[src/rtl/btb_next_pc_pkg.sv]
// Shared types and constants for the next-PC / branch target buffer unit.
package btb_next_pc_pkg;

  // Major opcodes of the control-transfer instructions that feed ex_update.
  localparam logic [6:0] OP_JAL    = 7'b1101111;
  localparam logic [6:0] OP_JALR   = 7'b1100111;
  localparam logic [6:0] OP_BRANCH = 7'b1100011;

  // 2-bit direction counter encodings; MSB set means "predict taken".
  localparam logic [1:0] SNT = 2'd0;
  localparam logic [1:0] WNT = 2'd1;
  localparam logic [1:0] WT  = 2'd2;
  localparam logic [1:0] ST  = 2'd3;

  // Direction state of one BTB entry. Tag and target widths depend on the
  // instantiating module's PC_W/ENTRIES, so those live in parallel arrays.
  typedef struct packed {
    logic       valid;
    logic [1:0] ctr;
  } btb_entry_t;

endpackage

[src/rtl/btb_next_pc_sat_ctr2.sv]
// 2-bit saturating direction counter update: count up on taken, down on
// not-taken, clamped to SNT..ST.
module sat_ctr2
  import btb_next_pc_pkg::*;
(
  input  logic [1:0] ctr_i,
  input  logic       taken_i,
  output logic [1:0] ctr_o
);

  // Saturating step in the resolved direction.
  always_comb begin
    ctr_o = ctr_i;
    if (taken_i) begin
      if (ctr_i != ST) ctr_o = ctr_i + 2'd1;
    end else begin
      if (ctr_i != SNT) ctr_o = ctr_i - 2'd1;
    end
  end

endmodule

[src/rtl/btb_next_pc.sv]
// Fetch PC register plus direct-mapped BTB with 2-bit direction counters.
// Predicts in IF, trains from EX, redirects on misprediction, and counts
// resolved control instructions and mispredictions.
//
// Handshake: ex_update is a valid-only strobe. There is no ready; every
// cycle with ex_update=1 is consumed at that clock edge (training and
// counting), unless RST is high in the same cycle, in which case it is
// dropped.
module btb_next_pc
  import btb_next_pc_pkg::*;
#(
  parameter int unsigned     PC_W     = 12,
  parameter int unsigned     ENTRIES  = 16,
  parameter int unsigned     CNT_W    = 16,
  parameter logic [PC_W-1:0] RESET_PC = '0
) (
  input  logic             CLK,
  input  logic             RST,
  input  logic             stall,
  output logic [PC_W-1:0]  pc,
  output logic             pred_taken,
  output logic [PC_W-1:0]  pred_target,
  input  logic             ex_update,
  input  logic [PC_W-1:0]  ex_pc,
  input  logic             ex_taken,
  input  logic [PC_W-1:0]  ex_target,
  input  logic             ex_pred_taken,
  input  logic [PC_W-1:0]  ex_pred_target,
  output logic             mispredict,
  output logic [CNT_W-1:0] ctrl_count,
  output logic [CNT_W-1:0] mispred_count
);

  localparam int unsigned IDX_W = $clog2(ENTRIES);
  localparam int unsigned TAG_W = PC_W - IDX_W - 2;

  // BTB storage
  btb_entry_t       dir_q [ENTRIES];
  logic [TAG_W-1:0] tag_q [ENTRIES];
  logic [PC_W-1:0]  tgt_q [ENTRIES];

  logic [PC_W-1:0]  pc_q, pc_d;
  logic [CNT_W-1:0] ctrl_q, ctrl_d;
  logic [CNT_W-1:0] mis_q, mis_d;

  // Lookup side (fetch PC)
  logic [IDX_W-1:0] lk_idx;
  logic [TAG_W-1:0] lk_tag;
  logic             lk_hit;

  // Update side (EX PC)
  logic [IDX_W-1:0] up_idx;
  logic [TAG_W-1:0] up_tag;
  logic             up_hit;
  logic [1:0]       up_ctr_next;

  assign lk_idx = pc_q[IDX_W+1:2];
  assign lk_tag = pc_q[PC_W-1:IDX_W+2];
  assign up_idx = ex_pc[IDX_W+1:2];
  assign up_tag = ex_pc[PC_W-1:IDX_W+2];

  // Combinational lookup against the pre-edge array contents.
  always_comb begin
    lk_hit      = dir_q[lk_idx].valid && (tag_q[lk_idx] == lk_tag);
    pred_taken  = lk_hit && dir_q[lk_idx].ctr[1];
    pred_target = lk_hit ? tgt_q[lk_idx] : '0;
    up_hit      = dir_q[up_idx].valid && (tag_q[up_idx] == up_tag);
  end

  // Redirect when direction or taken target disagrees with the prediction.
  assign mispredict = ex_update &&
                      ((ex_pred_taken != ex_taken) ||
                       (ex_taken && (ex_pred_target != ex_target)));

  sat_ctr2 u_sat_ctr2 (
    .ctr_i   (dir_q[up_idx].ctr),
    .taken_i (ex_taken),
    .ctr_o   (up_ctr_next)
  );

  // Next fetch PC: redirect beats stall, stall beats prediction.
  always_comb begin
    pc_d = pc_q + PC_W'(4);
    if (mispredict) begin
      pc_d = ex_taken ? ex_target : (ex_pc + PC_W'(4));
    end else if (stall) begin
      pc_d = pc_q;
    end else if (pred_taken) begin
      pc_d = pred_target;
    end
  end

  // Saturating performance counter next values.
  always_comb begin
    ctrl_d = ctrl_q;
    mis_d  = mis_q;
    if (ex_update && (ctrl_q != '1)) ctrl_d = ctrl_q + CNT_W'(1);
    if (mispredict && (mis_q != '1)) mis_d = mis_q + CNT_W'(1);
  end

  // PC and counter registers.
  always_ff @(posedge CLK) begin
    if (RST) begin
      pc_q   <= RESET_PC;
      ctrl_q <= '0;
      mis_q  <= '0;
    end else begin
      pc_q   <= pc_d;
      ctrl_q <= ctrl_d;
      mis_q  <= mis_d;
    end
  end

  // BTB training from the resolving instruction; independent of stall.
  always_ff @(posedge CLK) begin
    if (RST) begin
      for (int i = 0; i < int'(ENTRIES); i++) begin
        dir_q[i] <= '{valid: 1'b0, ctr: WNT};
        tag_q[i] <= '0;
        tgt_q[i] <= '0;
      end
    end else if (ex_update) begin
      if (up_hit) begin
        dir_q[up_idx].ctr <= up_ctr_next;
        if (ex_taken) tgt_q[up_idx] <= ex_target;
      end else if (ex_taken) begin
        // Allocation evicts whatever alias occupied this index.
        dir_q[up_idx] <= '{valid: 1'b1, ctr: WT};
        tag_q[up_idx] <= up_tag;
        tgt_q[up_idx] <= ex_target;
      end
    end
  end

  assign pc            = pc_q;
  assign ctrl_count    = ctrl_q;
  assign mispred_count = mis_q;

endmodule

[config.mk]
export PLATFORM = sky130hd
export DESIGN_NAME = btb_next_pc
export DESIGN_NICKNAME = d
export VERILOG_FILES = /design/src/rtl/btb_next_pc_pkg.sv /design/src/rtl/btb_next_pc_sat_ctr2.sv /design/src/rtl/btb_next_pc.sv
export SDC_FILE = /design/constraint.sdc
export NUM_CORES = 1
export LEC_CHECK = 0
export CAP_MARGIN = 30
export CORE_MARGIN = 1.5
export CORE_UTILIZATION = 45
export CTS_CLUSTER_SIZE = 40
export DETAILED_ROUTE_END_ITERATION = 10
export MAX_ROUTING_LAYER = met4
export SYNTH_ARGS = -nofsm -noshare
export SYNTH_HDL_FRONTEND = slang
export SYNTH_HIERARCHICAL = 1
export SYNTH_SLANG_ARGS = --single-unit
[constraint.sdc]
create_clock -name CLK -period 3.6 [get_ports CLK]
set_input_delay 0.36 -clock CLK [delete_from_list [all_inputs] [get_ports CLK]]
set_output_delay 0.36 -clock CLK [all_outputs]
set_load 0.05 [all_outputs]
**Word-level counts from Yosys, hierarchy flattened**

Memories as Yosys holds them, arrays and structs flattened. A register that Yosys moved wholly into a read port is not among the register bits.
Cells that the tools add are included.

- Register bits after elaboration: 44
- Bits in writable memories: 336
- Bits of input ports: 42
- Output and inout bits: 58
- Memories kept: 3

Memories:

| memory | depth | width | read ports | clocked after memory_dff | wr ports | RTL line | source |
|---|---|---|---|---|---|---|---|
| tgt_q | 16 | 12 | 1 | 1 | 16 | btb_next_pc.sv:40 | `logic [PC_W-1:0] tgt_q [ENTRIES];` |
| tag_q | 16 | 6 | 2 | 1 | 16 | btb_next_pc.sv:39 | `logic [TAG_W-1:0] tag_q [ENTRIES];` |
| dir_q | 16 | 3 | 2 | 1 | 16 | btb_next_pc.sv:38 | `btb_entry_t dir_q [ENTRIES];` |

- Add/subtract/negate cells: 6
- Equal/unequal tests: 8
- Mux-type cells: 40
- Bitwise gates (word level): 2
- Reductions and logical operators: 12

Operators with widths:

| operator | count |
|---|---|
| 2-to-1 mux 12 bit | 7 |
| 2-to-1 mux 4 bit | 9 |
| adder 16 x 1 -> 16 bit (second input constant) | 2 |
| inequality test 16 bit (second input constant) | 2 |
| adder 12 x 3 -> 12 bit (second input constant) | 2 |
| 2-to-1 mux 1 bit | 17 |
| equality test 6 bit | 2 |
| inequality test 12 bit | 1 |
| OR reduction 12 bit | 1 |
| 2-to-1 mux 2 bit | 5 |
| logical AND 1 bit | 7 |
| 2-to-1 mux 6 bit | 1 |
| OR reduction 6 bit | 1 |
| 2-to-1 mux 3 bit | 1 |
| OR reduction 3 bit | 1 |
| adder 2 x 1 -> 2 bit (second input constant) | 1 |
| inequality test 2 x 1 -> 1 bit (second input constant) | 1 |
| inequality test 2 bit (second input constant) | 1 |
| bitwise OR 1 bit | 2 |
| nonzero test 2 bit | 1 |
| subtractor 2 x 1 -> 2 bit (second input constant) | 1 |
| logical OR 1 bit | 1 |
| inequality test 1 bit | 1 |

**Logic depth before layout (Yosys ltp)**

Gate-level depths: netlist (run 1).
An unclocked memory read counts as a cell.

- Word-level depth: 10
- Depth in mapped cells: 14
- Gate-level depth less buffers: 9

**Hierarchy**

Netlist (run 1), hierarchy kept.

By module, submodules not included:

| module | instances | cells an instance | area an instance (um^2) | sequential area each (um^2) |
|---|---|---|---|---|
| btb_next_pc | 1 | 1,462 | 19,457.4 | 10,890.4 |
| sat_ctr2 | 1 | 3 | 26.3 | 0.0 |

**Least setup slack after synthesis (run 1)**

OpenSTA, ideal clock, no wires.

- Kind: register -> output
- Start point: register with a tool-made name
- End point: output port pred_target[0]
- Data arrival time: 3.014 ns
- Data required time: 3.240 ns
- Slack: 0.226 ns
- Cell stages (with the launch flop): 9
- Buffers on the path: 5
- Cell sequence: dfxtp_1 > buf_2 > buf_2 > clkbuf_1 > buf_2 > buf_2 > mux4_2 > mux4_2 > and2_1

RTL lines:

| item | RTL line | source |
|---|---|---|
| to (decl) | btb_next_pc.sv:22 | `output logic [PC_W-1:0] pred_target,` |

==> run summary, run 1 <==
via count -> 12800
worst hold path depth -> 2
Detailed Route Iter0 Violations -> 1400
leading area contributor after synthesis -> edfxtp_1
DRC -> 0
CP required -> 3240 ps
Synth warnings -> 6
placed cells -> 2129
Lkg Pwr -> 8.11 nW
sequential element share of the synthesized area -> 0.559
# H-tree levels -> 2
row count -> 76
final hold slack -> 364 ps
Internal -> 8.10 mW
Port Buffers -> 99
Commonest cells post-synth -> 320 x edfxtp_1, 310 x and2_1, 128 x mux4_2, 85 x clkbuf_1, 83 x nor2_1
worst-path fanout max -> 6
Antenna Nets Post-Route -> 0
pre-CTS setup slack -> 13.5 ps
Clk Latency, worst-skew pair -> 580 ps
Max-slew headroom -> 0.332
Fin. Hold Viols -> 0
vias in the first global route -> 12800
min Tclk post-route -> 3670 ps
Fin Setup TNS -> -447 ps
area post-placement -> 0.0217 mm^2
vias per inst -> 5.80
area share of the leading cell type in the synthesized netlist -> 0.493
Final period util -> 1.02
die area -> 0.0446 mm^2
initial antenna violation count -> 2
Post-synth top flop -> edfxtp_1
reg2reg end -> dir_q[14][0]
Psw -> 2.74 mW
Root Driver -> clkbuf_16
FF-to-FF Start -> tag_q[3][1]
most common cell in the netlist -> edfxtp_1
Yosys cell types -> 52
Final Setup Violations -> 13
Final Skew -> 23.1 ps
post-route setup slack -> -74.9 ps
Area Overhead vs Synth -> 18.8%
CP Data Arrival Time -> 3310 ps
ys async rst share -> 0
R2R setup slack -> 230 ps
non-filler instance count after layout -> 2214
Total GRT Usage -> 0.277
grt ovf -> 0
DPL Wire Length -> 40.9 mm
io pins -> 100
Critical Path Source Type -> flip-flop
number of synthesized register bits -> 384
worst r2r path cells -> 8
first-pass GRT wire length -> 86.1 mm
largest net degree at the start of global routing -> 52
fmax -> 272 MHz
hold path startpoint -> RST
failing checks -> setup timing
Clock Path Buffers -> 3
Mapped Nets -> 1514
RSZ-0062 raised after global routing -> true
Slew Limit Fails -> 0
first drt pass iteration count -> 5
power per cell area -> 468 mW/mm^2
RePlAce Congestion -> 0.941
Starting Density -> 0.454
nature of the critical path endpoint -> output pin
HP Class -> in -> reg
Clock power frac -> 0.397
Post-Syn Instances -> 1465
TritonCTS Buffers -> 43
nets -> 1642
syn avg cell area -> 13.3 um^2
clk sinks -> 384
average wire per standard cell -> 26.3 um
Reg power frac -> 0.479
Worst VDD drop -> 0.336 mV
switching fraction of total power -> 0.252
CORE AREA -> 0.0429 mm^2
final instance area -> 0.0231 mm^2
clk slew on worst S/H paths -> 60 ps
Worst Setup Path Type -> reg -> out
CTS tree -> yes
Netlist Area Pre-Place -> 0.0195 mm^2
Combinational Power Share -> 0.124
measured slew at the worst slew-check pin -> 999 ps
Die X -> 211 um
status -> finished, violations left
EDFF count, synth -> 320
top cells by area, synth -> edfxtp_1 49%, mux4_2 15%, and2_1 10%
final WL -> 58.2 mm
Die H -> 211 um
Max Cap Viol -> 0
layout cells sized above 1 -> 0.217
## repair_timing
action | in CTS | in global routing
gates resized for setup | 26 | 3
pin swaps | 2 | 1
setup endpoints to repair | 13 | 13
gates cloned | 1 | 0
hold buffers | 0 | 0
setup buffers | 3 | 0
hold endpoints to repair | 0 | 0
## layout by cell type, fill, tap and decap left out, drive strengths merged, types with 3 or more instances in the layout
cell type	n
a211o	5
a21o	16
a21oi	9
a22oi	10
and2	310
and3	6
and4	4
buf	120
clkbuf	58
clkdlybuf4s50	82
clkinv	15
dfxtp	64
edfxtp	320
ha	7
inv	15
mux2	3
mux2i	41
mux4	128
nand2	69
nand3	38
nand4	9
nor2	83
nor2b	5
nor3	26
nor4	4
o211ai	6
o21ai	42
o21bai	24
or2	17
xnor2	26
xor2	35
## cells by family after synthesis
| family | after synthesis | synth area share |
|---|---|---|
| AO/OA/AOI/OAI | 127 | 0.0437 |
| XOR/XNOR | 61 | 0.0274 |
| adder cells (fa/ha/maj) | 9 | 0.00565 |
| buffers and inverters | 131 | 0.0278 |
| flip-flops | 384 | 0.559 |
| multiplexers | 172 | 0.171 |
| AND/OR/NAND/NOR | 581 | 0.166 |
## per-layer routing
metal / vias up / part of all wire / GRT usage
li1: 5642 / - / -
met1: 6558 / 0.43 / 0.385
met2: 537 / 0.45 / 0.410
met3: 105 / 0.085 / 0.0613
met4: 0 / 0.028 / 0.0818
met5: - / 0 / -
## critical path: stages (launching register included)
cell and delay, ps:
edfxtp_1 470, mux4_2 500, mux4_2 520, xnor2_2 140, nand2_1 90, nand4bb_4 250
nor3_4 240, buf_6 180, and2_4 200, buf_12 140
## registers in the layout, indices dropped and copies added (netlist names), named ones only
name and cells:
ctrl_count 16, dir_q 48, mispred_count 16, pc 12
tag_q 96, tgt_q 192
## power groups by stage
stage | clock network [mW] | registers, mW | logic [mW]
floorplan | 0 | 5.23 | 0.803
global placement | 0 | 5.27 | 1.32
detailed placement | 0 | 5.28 | 1.32
CTS | 4.37 | 5.19 | 1.34
global route | 4.53 | 5.21 | 1.42
finish | 4.31 | 5.19 | 1.35
## how the worst max path moves through the flow
stage / depth (start not counted) / start / slack [ps] / endpoint
2_1_floorplan: 8 / flip-flop / 230 / pred_target[0]
3_3_place_gp: 9 / ex_pc[2] / -190 / tag_q[2][2]
3_5_place_dp: 10 / ex_pc[2] / 10 / dir_q[14][0]
4_1_cts: 9 / tag_q[13][4] / -150 / pred_target[0]
5_1_grt: 9 / tag_q[13][4] / -190 / pred_target[0]
6_report: 9 / tag_q[13][4] / -70 / pred_target[11]
## area by class of cell
class	instances	area [um^2]
fill	3585	19700
clock buffer	58	1190
inverter	12	45.0
sequential	384	10900
tap	585	732
multi-input combinational	950	8120
antenna	1	2.50
clock inverter	22	171
timing repair buffer	202	1980
## stage by stage
step                       util  power [mW]
after floorplan               -        6.04
after global placement    0.504        6.59
after detailed placement  0.505        6.60
after CTS                 0.539        10.9
after global routing      0.540        11.2
final                     0.540        10.8
No activity file was read; power rests on OpenSTA's default activity.
==> run 2: changes to the inputs <==
--- a/config.mk
+++ b/config.mk
@@ -13,5 +13,4 @@
 export MAX_ROUTING_LAYER = met4
 export SYNTH_ARGS = -nofsm -noshare
 export SYNTH_HDL_FRONTEND = slang
-export SYNTH_HIERARCHICAL = 1
 export SYNTH_SLANG_ARGS = --single-unit
==> run summary, run 2 <==
final WL -> 59.8 mm (was 58.2 mm)
FF+latch area -> 0.0109 mm^2 (about the same)
power per cell area -> 466 mW/mm^2 (was 468 mW/mm^2)
Starting Density -> 0.456 (was 0.454)
top cells by area, synth -> edfxtp_1 49%, mux4_2 15%, dfxtp_1 6.5% (was edfxtp_1 49%, mux4_2 15%, and2_1 10%)
Area Overhead vs Synth -> 19.7% (was 18.8%)
vias per inst -> 5.96 (was 5.80)
Max Cap Viol -> 0 (unchanged)
nature of the critical path endpoint -> output pin (unchanged)
hold path startpoint -> RST (unchanged)
Fill cells -> 3547 (was 3585)
Hold Path End -> dir_q[15][1]
ys async rst share -> 0 (unchanged)
# H-tree levels -> 2 (unchanged)
largest net degree at the start of global routing -> 97 (was 52)
non-filler instance count after layout -> 2241 (was 2214)
Clock power frac -> 0.396 (was 0.397)
grt ovf -> 0 (unchanged)
RSZ-0062 raised after global routing -> true (unchanged)
vias in the first global route -> 13000 (was 12800)
first drt pass iteration count -> 5 (unchanged)
commonest non-fill, non-tap cells in the layout -> 320 x edfxtp_1, 200 x and2_1, 130 x mux4_2, 110 x buf_4, 109 x and3_1 (was 320 x edfxtp_1, 298 x and2_1, 128 x mux4_2, 90 x buf_4, 83 x nor2_1)
Antenna Nets Post-Route -> 0 (unchanged)
via count -> 13300 (was 12800)
Yosys cell types -> 61 (was 52)
Internal -> 8.22 mW (was 8.10 mW)
CORE AREA -> 0.0431 mm^2 (was 0.0429 mm^2)
switching fraction of total power -> 0.251 (was 0.252)
DPL Wire Length -> 40.7 mm (was 40.9 mm)
leading area contributor after synthesis -> edfxtp_1 (unchanged)
sequential element share of the synthesized area -> 0.554 (was 0.559)
CTS tree -> yes (unchanged)
Worst Setup Path Type -> reg -> out (unchanged)
DRC -> 0 (unchanged)
area share of the leading cell type in the synthesized netlist -> 0.489 (was 0.493)
layout cells sized above 1 -> 0.227 (was 0.217)
syn avg cell area -> 13.2 um^2 (was 13.3 um^2)
initial antenna violation count -> 1 (was 2)
Fin. Hold Viols -> 0 (unchanged)
first-pass GRT wire length -> 87.9 mm (was 86.1 mm)
Synth warnings -> 0 (was 6)
Largest regs -> tgt_q x192, tag_q x96, dir_q x48 (unchanged)
Port Buffers -> 99 (unchanged)
Die X -> 212 um (was 211 um)
Detailed Route Iter0 Violations -> 1472 (was 1400)
Die H -> 212 um (was 211 um)
Post-synth top flop -> edfxtp_1 (unchanged)
Total GRT Usage -> 0.280 (was 0.277)
CP Data Arrival Time -> 3190 ps (was 3310 ps)
row count -> 76 (unchanged)
worst hold path depth -> 5 (was 2)
TritonCTS Buffers -> 42 (was 43)
Worst VDD drop -> 0.394 mV (was 0.336 mV)
R2R setup slack -> 390 ps (was 230 ps)
min Tclk post-route -> 3550 ps (was 3670 ps)
measured slew at the worst slew-check pin -> 838 ps (was 999 ps)
placed cells -> 2149 (was 2129)
status -> completed (was finished, violations left)
Final Skew -> 29.7 ps (was 23.1 ps)
Lkg Pwr -> 8.65 nW (was 8.11 nW)
Slew Limit Fails -> 0 (unchanged)
Max-slew headroom -> 0.439 (was 0.332)
Final Setup Violations -> 0 (was 13)
CP required -> 3240 ps (about the same)
nets -> 1669 (was 1642)
Fin Setup TNS -> 0 ps (was -447 ps)
fmax -> 282 MHz (was 272 MHz)
HP Class -> in -> reg (unchanged)
reg2reg end -> tag_q[12][1] (was dir_q[14][0])
clk slew on worst S/H paths -> 60 ps (about the same)
number of synthesized register bits -> 384 (unchanged)
clk sinks -> 384 (unchanged)
FF-to-FF Start -> tag_q[14][1] (was tag_q[3][1])
io pins -> 100 (unchanged)
most common cell in the netlist -> edfxtp_1 (unchanged)
Mapped Nets -> 1538 (was 1514)
Root Driver -> clkbuf_16 (unchanged)
Clock Path Buffers -> 3 (unchanged)
average wire per standard cell -> 26.7 um (was 26.3 um)
worst r2r path cells -> 8 (unchanged)
most common cell after layout, fill and taps aside -> edfxtp_1 (unchanged)
die area -> 0.0449 mm^2 (was 0.0446 mm^2)
RePlAce Congestion -> 0.943 (was 0.941)
Post-Syn Instances -> 1489 (was 1465)
Top reg by flops -> tgt_q (unchanged)
EDFF count, synth -> 320 (unchanged)
Reg power frac -> 0.472 (was 0.479)
Combinational Power Share -> 0.132 (was 0.124)
area of the multi-input gates -> 0.00829 mm^2 (was 0.00812 mm^2)
Critical Path Source Type -> flip-flop (unchanged)
Netlist Area Pre-Place -> 0.0197 mm^2 (was 0.0195 mm^2)
max reg flops -> 192 (unchanged)
Clk Latency, worst-skew pair -> 580 ps (about the same)
worst-path fanout max -> 16 (was 6)
Psw -> 2.76 mW (was 2.74 mW)
Final period util -> 0.986 (was 1.02)
Commonest cells post-synth -> 320 x edfxtp_1, 200 x and2_1, 130 x mux4_2, 109 x and3_1, 103 x clkbuf_1 (was 320 x edfxtp_1, 310 x and2_1, 128 x mux4_2, 85 x clkbuf_1, 83 x nor2_1)
## run 2: timing repair
action,4_1_cts,5_1_grt
hold buffers,0,0
resized for setup,17,12
setup endpoints to repair,13,13
gates cloned,1,2
pin swaps,0,3
setup buffers,1,8
## run 2: worst max-delay path, cell delays in order (launching register included)
cell and delay (ps):
dfxtp_4 400, buf_12 170, mux4_2 500, mux2i_1 180, mux2i_2 120, xnor2_1 250
o2111a_2 290, nand3_4 140, buf_6 190, nor2b_2 170, buf_12 150
## run 2: layout make-up
| class | instances | area share |
|---|---|---|
| clock buffers | 60 | 0.0520 |
| clock inverters | 18 | 0.00697 |
| well taps | 585 | 0.0311 |
| inverters | 12 | 0.00202 |
| multi-input cells | 959 | 0.352 |
| diodes | 2 | 0.000213 |
| flip-flops and latches | 384 | 0.463 |
| repair buffers | 221 | 0.0923 |
## run 2: kinds of logic after synthesis
family / after synthesis / synth area share
simple gates: 584 / 0.166
flops: 384 / 0.554
mux: 172 / 0.171
buf+inv: 146 / 0.0297
compound gates: 140 / 0.0500
xor+xnor: 56 / 0.0250
fa+ha+maj: 7 / 0.00446
## run 2: how the worst max path moves through the flow
stage / to / slack (ps)
2_1_floorplan: pred_target[10] / 210
3_3_place_gp: tag_q[12][5] / -80
3_5_place_dp: tag_q[12][5] / -60
4_1_cts: pred_target[6] / 0.4
5_1_grt: pred_target[11] / -10
6_report: pred_target[6] / 50
## run 2: per-stage QoR
step,worst slack (ps),power [mW],area [um^2],hold slack [ps],utilization
finish,49.7,11.0,23500,392,0.546
global route,-13.9,11.3,23500,390,0.546
CTS,0.356,11.0,23400,375,0.542
detailed placement,-61.4,6.64,21900,469,0.508
global placement,-80.4,6.63,21900,455,0.508
floorplan,213,6.07,19700,442,-
## run 2: metal layers
layer	routed length [um]	vias up	track usage
met5	0	-	-
met4	1890	0	0.0889
met3	4430	106	0.0356
met2	29100	591	0.445
met1	24400	6785	0.376
li1	-	5867	-
## run 2: power groups by stage
stage               clock [mW]  sequential [mW]  combinational [mW]
floorplan                    0             5.24               0.836
global placement             0             5.26                1.36
detailed placement           0             5.27                1.37
CTS                       4.40             5.18                1.40
global route              4.57             5.20                1.52
finish                    4.35             5.18                1.45
==> run 3: changes to the inputs <==
--- a/config.mk
+++ b/config.mk
@@ -8,7 +8,7 @@
 export CAP_MARGIN = 30
 export CORE_MARGIN = 1.5
 export CORE_UTILIZATION = 45
-export CTS_CLUSTER_SIZE = 40
+export CTS_CLUSTER_SIZE = 25
 export DETAILED_ROUTE_END_ITERATION = 10
 export MAX_ROUTING_LAYER = met4
 export SYNTH_ARGS = -nofsm -noshare
==> results of run 3 <==
Final layout, timing and power as in run 2 (identical DEF).
